--- src/rtl/sar_fsm_nbit.sv ---
// sar_fsm_nbit: N-bit successive-approximation conversion controller.
// Runs sample phase, then resolves one bit per step from MSB to LSB using
// the external comparator, and publishes the code with a one-cycle VALID.
// Optional continuous mode chains conversions back-to-back while enabled.
module sar_fsm_nbit #(
  parameter int NBITS         = 8,
  parameter int SAMPLE_CYCLES = 2,
  parameter int SETTLE_CYCLES = 1,
  parameter int CONTINUOUS    = 0
) (
  input  logic             CLK,
  input  logic             VRESET,
  input  logic             VENABLE,
  input  logic             VCOMP,
  output logic             VSAMPLE,
  output logic [NBITS-1:0] DAC_CODE,
  output logic [NBITS-1:0] RESULT,
  output logic             VALID,
  output logic             BUSY,
  output logic             BITOUT,
  output logic             BITSTB,
  output logic [2:0]       VOUT
);

  // Counter widths; a limit of one (or zero settle) still needs a 1-bit counter.
  localparam int BIT_W    = $clog2(NBITS);
  localparam int SAMP_W   = (SAMPLE_CYCLES > 1) ? $clog2(SAMPLE_CYCLES) : 1;
  localparam int SETTLE_W = (SETTLE_CYCLES > 0) ? $clog2(SETTLE_CYCLES + 1) : 1;

  localparam logic [SAMP_W-1:0]   SAMP_LAST   = SAMP_W'(SAMPLE_CYCLES - 1);
  localparam logic [SETTLE_W-1:0] SETTLE_LAST = SETTLE_W'(SETTLE_CYCLES);
  localparam logic [BIT_W-1:0]    MSB_IDX     = BIT_W'(NBITS - 1);
  localparam logic [NBITS-1:0]    MSB_TRIAL   = {1'b1, {(NBITS-1){1'b0}}};
  localparam logic                CONT_EN     = (CONTINUOUS != 0);

  // State encoding doubles as the external state code on VOUT.
  typedef enum logic [2:0] {
    ST_IDLE    = 3'b100,
    ST_SAMPLE  = 3'b010,
    ST_CONVERT = 3'b001,
    ST_DONE    = 3'b000
  } state_t;

  state_t              state_reg;
  logic [SAMP_W-1:0]   samp_cnt_reg;
  logic [SETTLE_W-1:0] settle_cnt_reg;
  logic [BIT_W-1:0]    bit_idx_reg;
  logic [NBITS-1:0]    dac_code_reg;
  logic [NBITS-1:0]    result_reg;
  logic                valid_reg;
  logic                bitout_reg;
  logic                bitstb_reg;

  logic [BIT_W-1:0]    bit_idx_m1;
  logic [NBITS-1:0]    code_decided;
  logic [NBITS-1:0]    next_trial;

  // Current trial with bit i resolved by the comparator, and the next trial
  // that additionally sets bit i-1 (only used when i > 0).
  always_comb begin
    bit_idx_m1               = bit_idx_reg - 1'b1;
    code_decided             = dac_code_reg;
    code_decided[bit_idx_reg] = VCOMP;
    next_trial               = code_decided;
    next_trial[bit_idx_m1]   = 1'b1;
  end

  // Conversion sequencer: state, counters, trial code and all registered outputs.
  always_ff @(posedge CLK or posedge VRESET) begin
    if (VRESET) begin
      state_reg      <= ST_IDLE;
      samp_cnt_reg   <= '0;
      settle_cnt_reg <= '0;
      bit_idx_reg    <= '0;
      dac_code_reg   <= '0;
      result_reg     <= '0;
      valid_reg      <= 1'b0;
      bitout_reg     <= 1'b0;
      bitstb_reg     <= 1'b0;
    end else begin
      // Strobes are single-cycle unless re-asserted below.
      valid_reg  <= 1'b0;
      bitstb_reg <= 1'b0;

      case (state_reg)
        ST_IDLE: begin
          dac_code_reg <= '0;
          if (VENABLE) begin
            state_reg    <= ST_SAMPLE;
            samp_cnt_reg <= '0;
          end
        end

        ST_SAMPLE: begin
          dac_code_reg <= '0;
          if (!VENABLE) begin
            state_reg <= ST_IDLE;
          end else if (samp_cnt_reg == SAMP_LAST) begin
            // First trial of the conversion: MSB set, everything else clear.
            state_reg      <= ST_CONVERT;
            bit_idx_reg    <= MSB_IDX;
            settle_cnt_reg <= '0;
            dac_code_reg   <= MSB_TRIAL;
          end else begin
            samp_cnt_reg <= samp_cnt_reg + 1'b1;
          end
        end

        ST_CONVERT: begin
          if (!VENABLE) begin
            // Abort discards partial bits and suppresses any decision due now.
            state_reg    <= ST_IDLE;
            dac_code_reg <= '0;
          end else if (settle_cnt_reg == SETTLE_LAST) begin
            bitout_reg <= VCOMP;
            bitstb_reg <= 1'b1;
            if (bit_idx_reg == '0) begin
              state_reg    <= ST_DONE;
              dac_code_reg <= code_decided;
              result_reg   <= code_decided;
              valid_reg    <= 1'b1;
            end else begin
              bit_idx_reg    <= bit_idx_m1;
              dac_code_reg   <= next_trial;
              settle_cnt_reg <= '0;
            end
          end else begin
            settle_cnt_reg <= settle_cnt_reg + 1'b1;
          end
        end

        ST_DONE: begin
          // VENABLE only matters here for chaining in continuous mode.
          dac_code_reg <= '0;
          if (CONT_EN && VENABLE) begin
            state_reg    <= ST_SAMPLE;
            samp_cnt_reg <= '0;
          end else begin
            state_reg <= ST_IDLE;
          end
        end

        default: begin
          state_reg    <= ST_IDLE;
          dac_code_reg <= '0;
        end
      endcase
    end
  end

  // Outputs driven from registers or decoded directly from the state register.
  always_comb begin
    VOUT     = state_reg;
    VSAMPLE  = (state_reg == ST_SAMPLE);
    BUSY     = (state_reg == ST_SAMPLE) || (state_reg == ST_CONVERT);
    DAC_CODE = dac_code_reg;
    RESULT   = result_reg;
    VALID    = valid_reg;
    BITOUT   = bitout_reg;
    BITSTB   = bitstb_reg;
  end

endmodule

--- config.mk ---
export PLATFORM = sky130hd
export DESIGN_NAME = sar_fsm_nbit
export DESIGN_NICKNAME = d
export VERILOG_FILES = /design/src/rtl/sar_fsm_nbit.sv
export SDC_FILE = /design/constraint.sdc
export NUM_CORES = 1
export LEC_CHECK = 0
export ABC_AREA = 1
export CORE_MARGIN = 5
export CORE_UTILIZATION = 50
export DETAILED_ROUTE_END_ITERATION = 8
export PLACE_DENSITY = 0.78
export SYNTH_ARGS = -nofsm -noshare
export SYNTH_HDL_FRONTEND = slang
export SYNTH_SLANG_ARGS = --single-unit
export TNS_END_PERCENT = 10
--- constraint.sdc ---
create_clock -name CLK -period 1.95 [get_ports CLK]
set_input_delay 0.195 -clock CLK [delete_from_list [all_inputs] [get_ports CLK]]
set_output_delay 0.195 -clock CLK [all_outputs]
set_load 0.1 [all_outputs]
Word-level counts from Yosys, hierarchy flattened
Cells that the tools add are included.
{"block": "totals", "register_bits": 27, "input_bits": 4, "output_inout_bits": 24, "elab_cells": 81}
{"block": "classes", "add_sub_neg": 3, "n_lt_le_gt_ge": 4, "eq_ne": 12, "mux": 40, "bitwise_logic": 1, "reduce_logical": 12}
{"cell": "$mux W8", "n": 5}
{"cell": "$mux W3", "n": 11}
{"cell": "$mux W1", "n": 16}
{"cell": "$pmux W8 S2", "n": 1}
{"cell": "$reduce_and A4 Y1", "n": 3}
{"cell": "$ne A2 B2 Y1 const B", "n": 5}
{"cell": "$pmux W3 S3", "n": 1}
{"cell": "$bwmux W8", "n": 1}
{"cell": "$lt A3 B4 Y1 const B", "n": 2}
{"cell": "$or A8 B8 Y8", "n": 1}
{"cell": "$demux W1 S3", "n": 2}
{"cell": "$ge A3 B1 Y1 const B", "n": 2}
{"cell": "$ne A3 B3 Y1 const B", "n": 2}
{"cell": "$pmux W3 S2", "n": 1}
{"cell": "$reduce_and A3 Y1", "n": 2}
{"cell": "$reduce_and A6 Y1", "n": 1}
{"cell": "$pmux W1 S2", "n": 2}
{"cell": "$reduce_bool A2 Y1", "n": 2}
{"cell": "$eq A3 B1 Y1 const B", "n": 1}
{"cell": "$eq A3 B2 Y1 const B", "n": 1}
{"cell": "$eq A3 B3 Y1 const B", "n": 1}
{"cell": "$logic_not A3 Y1", "n": 1}
{"cell": "$ne A3 B2 Y1 const B", "n": 1}
{"cell": "$sub A3 B1 Y3 const B", "n": 1}
{"cell": "other kinds (4)", "n": 6}

Logic depth before layout (Yosys ltp)
Gate-level depths: netlist of the first run.
{"block": "logic_depth", "depth_word": 10, "mapped_depth": 12, "depth_no_buf": 11}

Least setup slack after synthesis of the first run
OpenSTA, ideal clock, no wires.
{"block": "synth_timing", "path_type": "flip-flop to flip-flop", "start": "register state_reg[1] (netlist: VOUT[1])", "end": "register state_reg[2] (netlist: VOUT[2])", "setup_ns": 0.101, "arrival_time_ns": 3.228, "required_ns": 1.849, "slack_ns": -1.378, "stages_incl_launch_ff": 5, "n_path_buf": 0, "period_less_slack_ns": 3.328, "path_cell_list": "dfrtp_1 > inv_1 > nor3_2 > or2_2 > o21ai_0"}
{"block": "synth_via", "elab_chain_len": 3, "elab_cells_between_ends": 9, "cone_classes": "eq/ne (7); mux (1); reduce/logical (1)"}
{"element": "start, declared", "line": "44", "text": "state_t state_reg;"}
{"element": "start signal, assigned", "line": "71", "text": "state_reg <= ST_IDLE;"}
{"element": "start signal, assigned", "line": "89", "text": "state_reg <= ST_SAMPLE;"}
{"element": "start signal, assigned", "line": "97", "text": "state_reg <= ST_IDLE;"}
{"element": "$eq A3 B2 Y1 *"}
{"element": "named net VSAMPLE", "line": "15", "text": "output logic VSAMPLE,"}
{"element": "$ne A3 B2 Y1 (no source line)"}
{"element": "$reduce_and A4 Y1 (no source line)"}
The timed path passes the listed nets; every way through them passes the cells marked *.
A chain may end at the register's enable or synchronous reset.

Worst setup path in the final report of the first run
{"block": "layout_timing", "start": "register state_reg[2] (netlist: VOUT[2])", "end": "output BUSY"}
{"block": "layout_via", "elab_chain_len": 2, "elab_cells_between_ends": 3, "cone_classes": "eq/ne (2); reduce/logical (1)"}
{"element": "$eq A3 B2 Y1 or $eq A3 B1 Y1 (tied branches)", "line": "155", "text": "BUSY = (state_reg == ST_SAMPLE) || (state_reg == ST_CONVERT);"}
{"element": "$logic_or A1 B1 Y1 *", "line": "155"}
{"element": "end, declared", "line": "19", "text": "output logic BUSY,"}
Mark *: on every way between the ends. The rest lies on a longest branch, timed or not.

==> results.toml, run 1 <==
[setup_path]
reg2reg_setup_slack_ps = 250
cp_max_fo = 5
critPathKind = "reg2out"
rr_startpoint = "bit_idx_reg[0]"
worstPathArrival_ps = 1640
crit_path_end_kind = "output port"
required_ps = 1750
setup.worst_path.start = "VOUT[2]"
startpoint_type = "register"

[timing]
fin_skew_ps = 1.58
fmax_mhz = 546
worst_hold_slack_ps = 163
setup_viol = 0
fin_crit_sh_pct = 93.9
rsz0062_at_grt = "false"
relSlewSlack_pct = 78.5
period_minus_slack_ps = 1830
tightestPinTransition_ps = 318
drv_slew = 0
final-hold-violation-count = 0

[min_path]
holdCritPathClass = "in2async"

[route]
firstDrtPassIters = 4
via_count = 1233
viasPerCell = 5.22
ant_nets = 0
wl_mm = 3.12
drt_iter0_drc = 36
avgRoutedWirePerCell_um = 13.2
drc = 0

[floorplanning]
die_x_um = 62.8
fp.dieArea_sq_mm = 0.00395
ios = 28
num_rows = 19
core_region_area_sq_mm = 0.00271
fp.dieH_um = 62.8
start_util_pct = 51.5

[global_route]
grt_max_degree = 16
overflow = 0
grt_antenna_before_repair = 0
first_global_vias = 1212
grt_pass1_wl_mm = 5.41
track_usage_pct = 16.8

[run_status]
status = "completed"

[synth]
syn_inst = 175
ys_types = 21
synth_most_common_cell = "nand2_1"
synth_nets = 181
yosys_warnings = 0
ys_seq_area_share_pct = 48.5
synth-seq-cells = 27
async_reset_ff_share_pct = 100
postSynthAreaPerCell_sq_um = 7.98
yosys-top-cells-count = "nand2_1, dfrtp_1, o21ai_0"
ys.flop_type = "dfrtp_1"
synth_top_cell_by_area = "dfrtp_1"
synth.area.top_cells = "dfrtp_1, nand2_1, o21ai_0"
synth_edf_count = 0
synth_top_area_share_pct = 46.6
netlist_area_sq_mm = 0.00140

[pwr]
p_per_area_mw_per_mm2 = 956
p_leak_nw = 0.945
ir_worst_vdd_uv = 631
total_power_mw = 1.64

[clock_network]
clock_tree.buffer_depth = 2
insertion_delay_ps = 320
cts_tree = "yes"
clock-sinks = 27
cts_hold_buf = 0
root_buffer = "clkbuf_4"
cts_max_level = 1
clk_pin_slew_ps = 140
cts_buffers = 3

[finish]
drive_above_1_share_pct = 21.5
fin_util_pct = 63.2
diodes = 0
syn_to_final_growth_pct = 22.7
nets = 212
fin_cells = 236

[place]
io_buffer_count = 27
placed_cells = 232
dp_hpwl_mm = 2.52
place_congestion = 0.854

[run]
cap_violations = 0
==> cells by family (layout without fill, tap and decap cells) <==
logic type	Yosys count	count (layout)	share of synthesized area (%)
compound gates	35	35	12.7
fa+ha+maj	2	2	1.79
buf+inv	28	58	8.42
flops	27	27	48.5
simple gates	83	83	28.6
==> stage by stage <==
stage	area, sq um	setup TNS (ps)	setup slack, ps
global route	1710	0	15.8
global placement	1690	0	262
detailed placement	1690	0	180
CTS	1710	0	107
finish	1710	0	119
floorplan	1420	-1580	-267
==> per-layer routing <==
layer  GRT usage (%)  vias to the layer above  part of all wire [%]
li1                -                      621                     -
met1            21.9                      583                    45
met2            27.8                       25                    49
met3            3.06                        4                   4.5
met4            5.57                        0                   1.3
met5               0                        -                     0
==> critical path, cell delays in order (launching register included) <==
cell and delay [ps]:
dfstp_2 590, inv_1 80, nand3_4 130, inv_1 70, or2_4 270, buf_12 170
==> cell usage in the layout (no fill, tap or decap), types with 2 or more instances in the layout <==
master,Yosys,final
ha_1,2,2
o21ai_0,25,24
buf_12,0,2
nand3_1,13,12
inv_2,2,2
clkdlybuf4s50_1,0,3
o21ai_1,7,8
inv_1,23,22
nor2_1,7,7
buf_4,1,24
nand2_4,2,2
nand2_1,55,55
a21oi_1,2,2
dfrtp_1,26,23
dfrtp_4,0,2
clkbuf_4,0,3
nor2_8,2,2
==> power breakdown <==
group,internal [mW],switching [mW],leakage [nW],total [mW]
Combinational,0.205,0.503,0.569,0.708
Sequential,0.610,0.0772,0.362,0.687
Clock,0.0801,0.162,0.0150,0.243
==> final cells by class <==
type	count	area, sq um
clock buffer	4	26.3
fill	246	997
inverter	25	96.3
multi-input combinational	120	616
sequential	27	686
tap	31	38.8
timing repair buffer	29	250
==> path summary, 6_finish.rpt <==
kind / endpoint / cells after the start
worst max-delay path: BUSY / 5
max in group asynchronous: VOUT[2] / 3
worst min-delay path: BITSTB / 3
min in group CLK: VOUT[2] / 2
worst min register to register: RESULT[6] / 2
worst max register to register: bit_idx_reg[1] / 8
==> timing repair <==
item                       CTS  global route
resized for setup            0             1
setup endpoints to repair    0             3
setup buffers                0             0
Power figures use the tool's default switching activity.
==> run 2: changes to the inputs <==
clock period = 1.7 ns   (was 1.95 ns; I/O delays follow)
==> run 2 against run 1 <==
  * Clock skew rose by 7.3 ps
  * Sequential share of layout area fell by 2.9 points
  * Power rose by 23%
  * Final area rose by 7.7%
  * Critical path depth fell by 1
  * Highest routed layer unchanged
==> results.toml, run 2 (synthesis gave the netlist of run 1 again) <==
[setup_path]
crit_path_end_kind = "output port"
cpPeakStageDelay_ps = 560
worstPathArrival_ps = 1490
startpoint_type = "register"
critPathKind = "reg2out"
critPathBufInv = 2
cp_max_fo = 2
cp_cell_sequence = "buf_4 > nor3_4 > or2_4 > buf_12"
cp_slowest_cell = "dfstp_2"
crit_family = "flip-flops"
required_ps = 1530

[route]
drc = 0
avgRoutedWirePerCell_um = 13.3
via_count = 1272
ant_nets = 0
viasPerCell = 5.26
wl_mm = 3.23
firstDrtPassIters = 4
drt_iter0_drc = 84

[finish]
most-common-layout-cells = "nand2_1, dfrtp_1, o21ai_0, buf_4, inv_1"
diodes = 0
drive_above_1_share_pct = 25.1
stdcell_area_sq_mm = 0.00185
nets = 218
syn_to_final_growth_pct = 32.2
layout_commonest_cell = "nand2_1"

[floorplanning]
num_rows = 19
fp.dieArea_sq_mm = 0.00395
fp.dieH_um = 62.8
core_region_area_sq_mm = 0.00271
start_util_pct = 51.5
die_x_um = 62.8
ios = 28

[run_status]
status = "completed"

[clock_network]
cts_max_level = 1
root_buffer = "clkbuf_4"
clk_pin_slew_ps = 150
clock_tree.buffer_depth = 2
insertion_delay_ps = 330
clock-sinks = 27
cts_buffers = 3
cts_tree = "yes"

[timing]
rsz0062_at_grt = "false"
drv_slew = 0
final-hold-violation-count = 0
period_minus_slack_ps = 1660
worst_hold_slack_ps = 169
setup_viol = 0
fin_skew_ps = 8.84
tightestPinTransition_ps = 337
fmax_mhz = 604
relSlewSlack_pct = 77.5
fin_crit_sh_pct = 97.4

[pwr]
total_power_mw = 2.01
p_per_area_mw_per_mm2 = 1090
p_leak_nw = 0.999
ir_worst_vdd_uv = 820

[global_route]
track_usage_pct = 17.5
overflow = 0
grt_pass1_wl_mm = 5.62
grt_antenna_before_repair = 0
first_global_vias = 1249
grt_max_degree = 28

[run]
cap_violations = 0

[place]
dp_hpwl_mm = 2.47
post_dp_cell_area_sq_mm = 0.00179
io_buffer_count = 27
place_congestion = 0.886

[min_path]
holdCritPathClass = "in2async"
## run 2: changes by cell type in the layout (fill, tap and decap cells not counted), sizes merged
cell / previous run / this run
buf: 26 / 32
clkbuf: 4 / 3
clkinv: 0 / 1
## run 2: per-stage QoR
stage                     setup WS, ps  std cells  TNS [ps]  util, %
final                             43.9        242         0     68.1
after global routing              3.25        242         0     68.1
after CTS                         33.2        242         0     68.1
after detailed placement           118        234         0     66.0
after global placement             172        234         0     66.0
after floorplan                   -498        175     -4410        -
## run 2: worst paths after layout
kind	start	end	slack (ps)	depth (start not counted)
worst max-delay path	VOUT[2]	BUSY	40	4
max in group asynchronous	VRESET	VOUT[2]	1220	3
worst min register to register	RESULT[4]	RESULT[4]	490	2
worst min-delay path	VRESET	RESULT[1]	170	3
worst max register to register	bit_idx_reg[0]	bit_idx_reg[0]	90	8
min in group CLK	VENABLE	VOUT[2]	420	2
## run 2: timing repair
item                                    in CTS  in global routing
hold buffers                                 0                  0
endpoints found under the setup margin       1                  6
pin swaps                                    2                  0
buffers inserted                             4                  0
resized for setup                            0                  4
gates cloned                                 0                  0
## run 2: layout make-up
| type | instances | area (sq um) |
|---|---|---|
| fillers | 213 | 865 |
| flip-flops and latches | 27 | 684 |
| multi-input cells | 120 | 616 |
| repair buffers | 35 | 383 |
| inverters | 25 | 96.3 |
| well taps | 31 | 38.8 |
| clock buffers | 3 | 22.5 |
| clock inverters | 1 | 5.00 |
## run 2: report_power, final
| group | leakage, nW | switching (mW) | internal (mW) |
|---|---|---|---|
| Sequential | 0.363 | 0.0642 | 0.697 |
| Clock | 0.0177 | 0.190 | 0.0884 |
| Combinational | 0.619 | 0.656 | 0.313 |
| Total | 0.999 | 0.910 | 1.10 |
## run 2: worst register-to-register path: stages, from the launching register on
cell,delay [ps]
dfrtp_1,390
inv_2,90
ha_1,250
nand2_4,90
inv_1,50
o21ai_0,270
nand3_2,170
nand2_1,100
o21ai_0,90
## run 2: per-layer routing
layer	global-route usage, %	up-vias	part of all wire, %
met5	0	-	0
met4	8.75	0	2.4
met3	2.34	10	5.5
met2	28.0	46	49
met1	23.0	582	43
li1	-	634	-
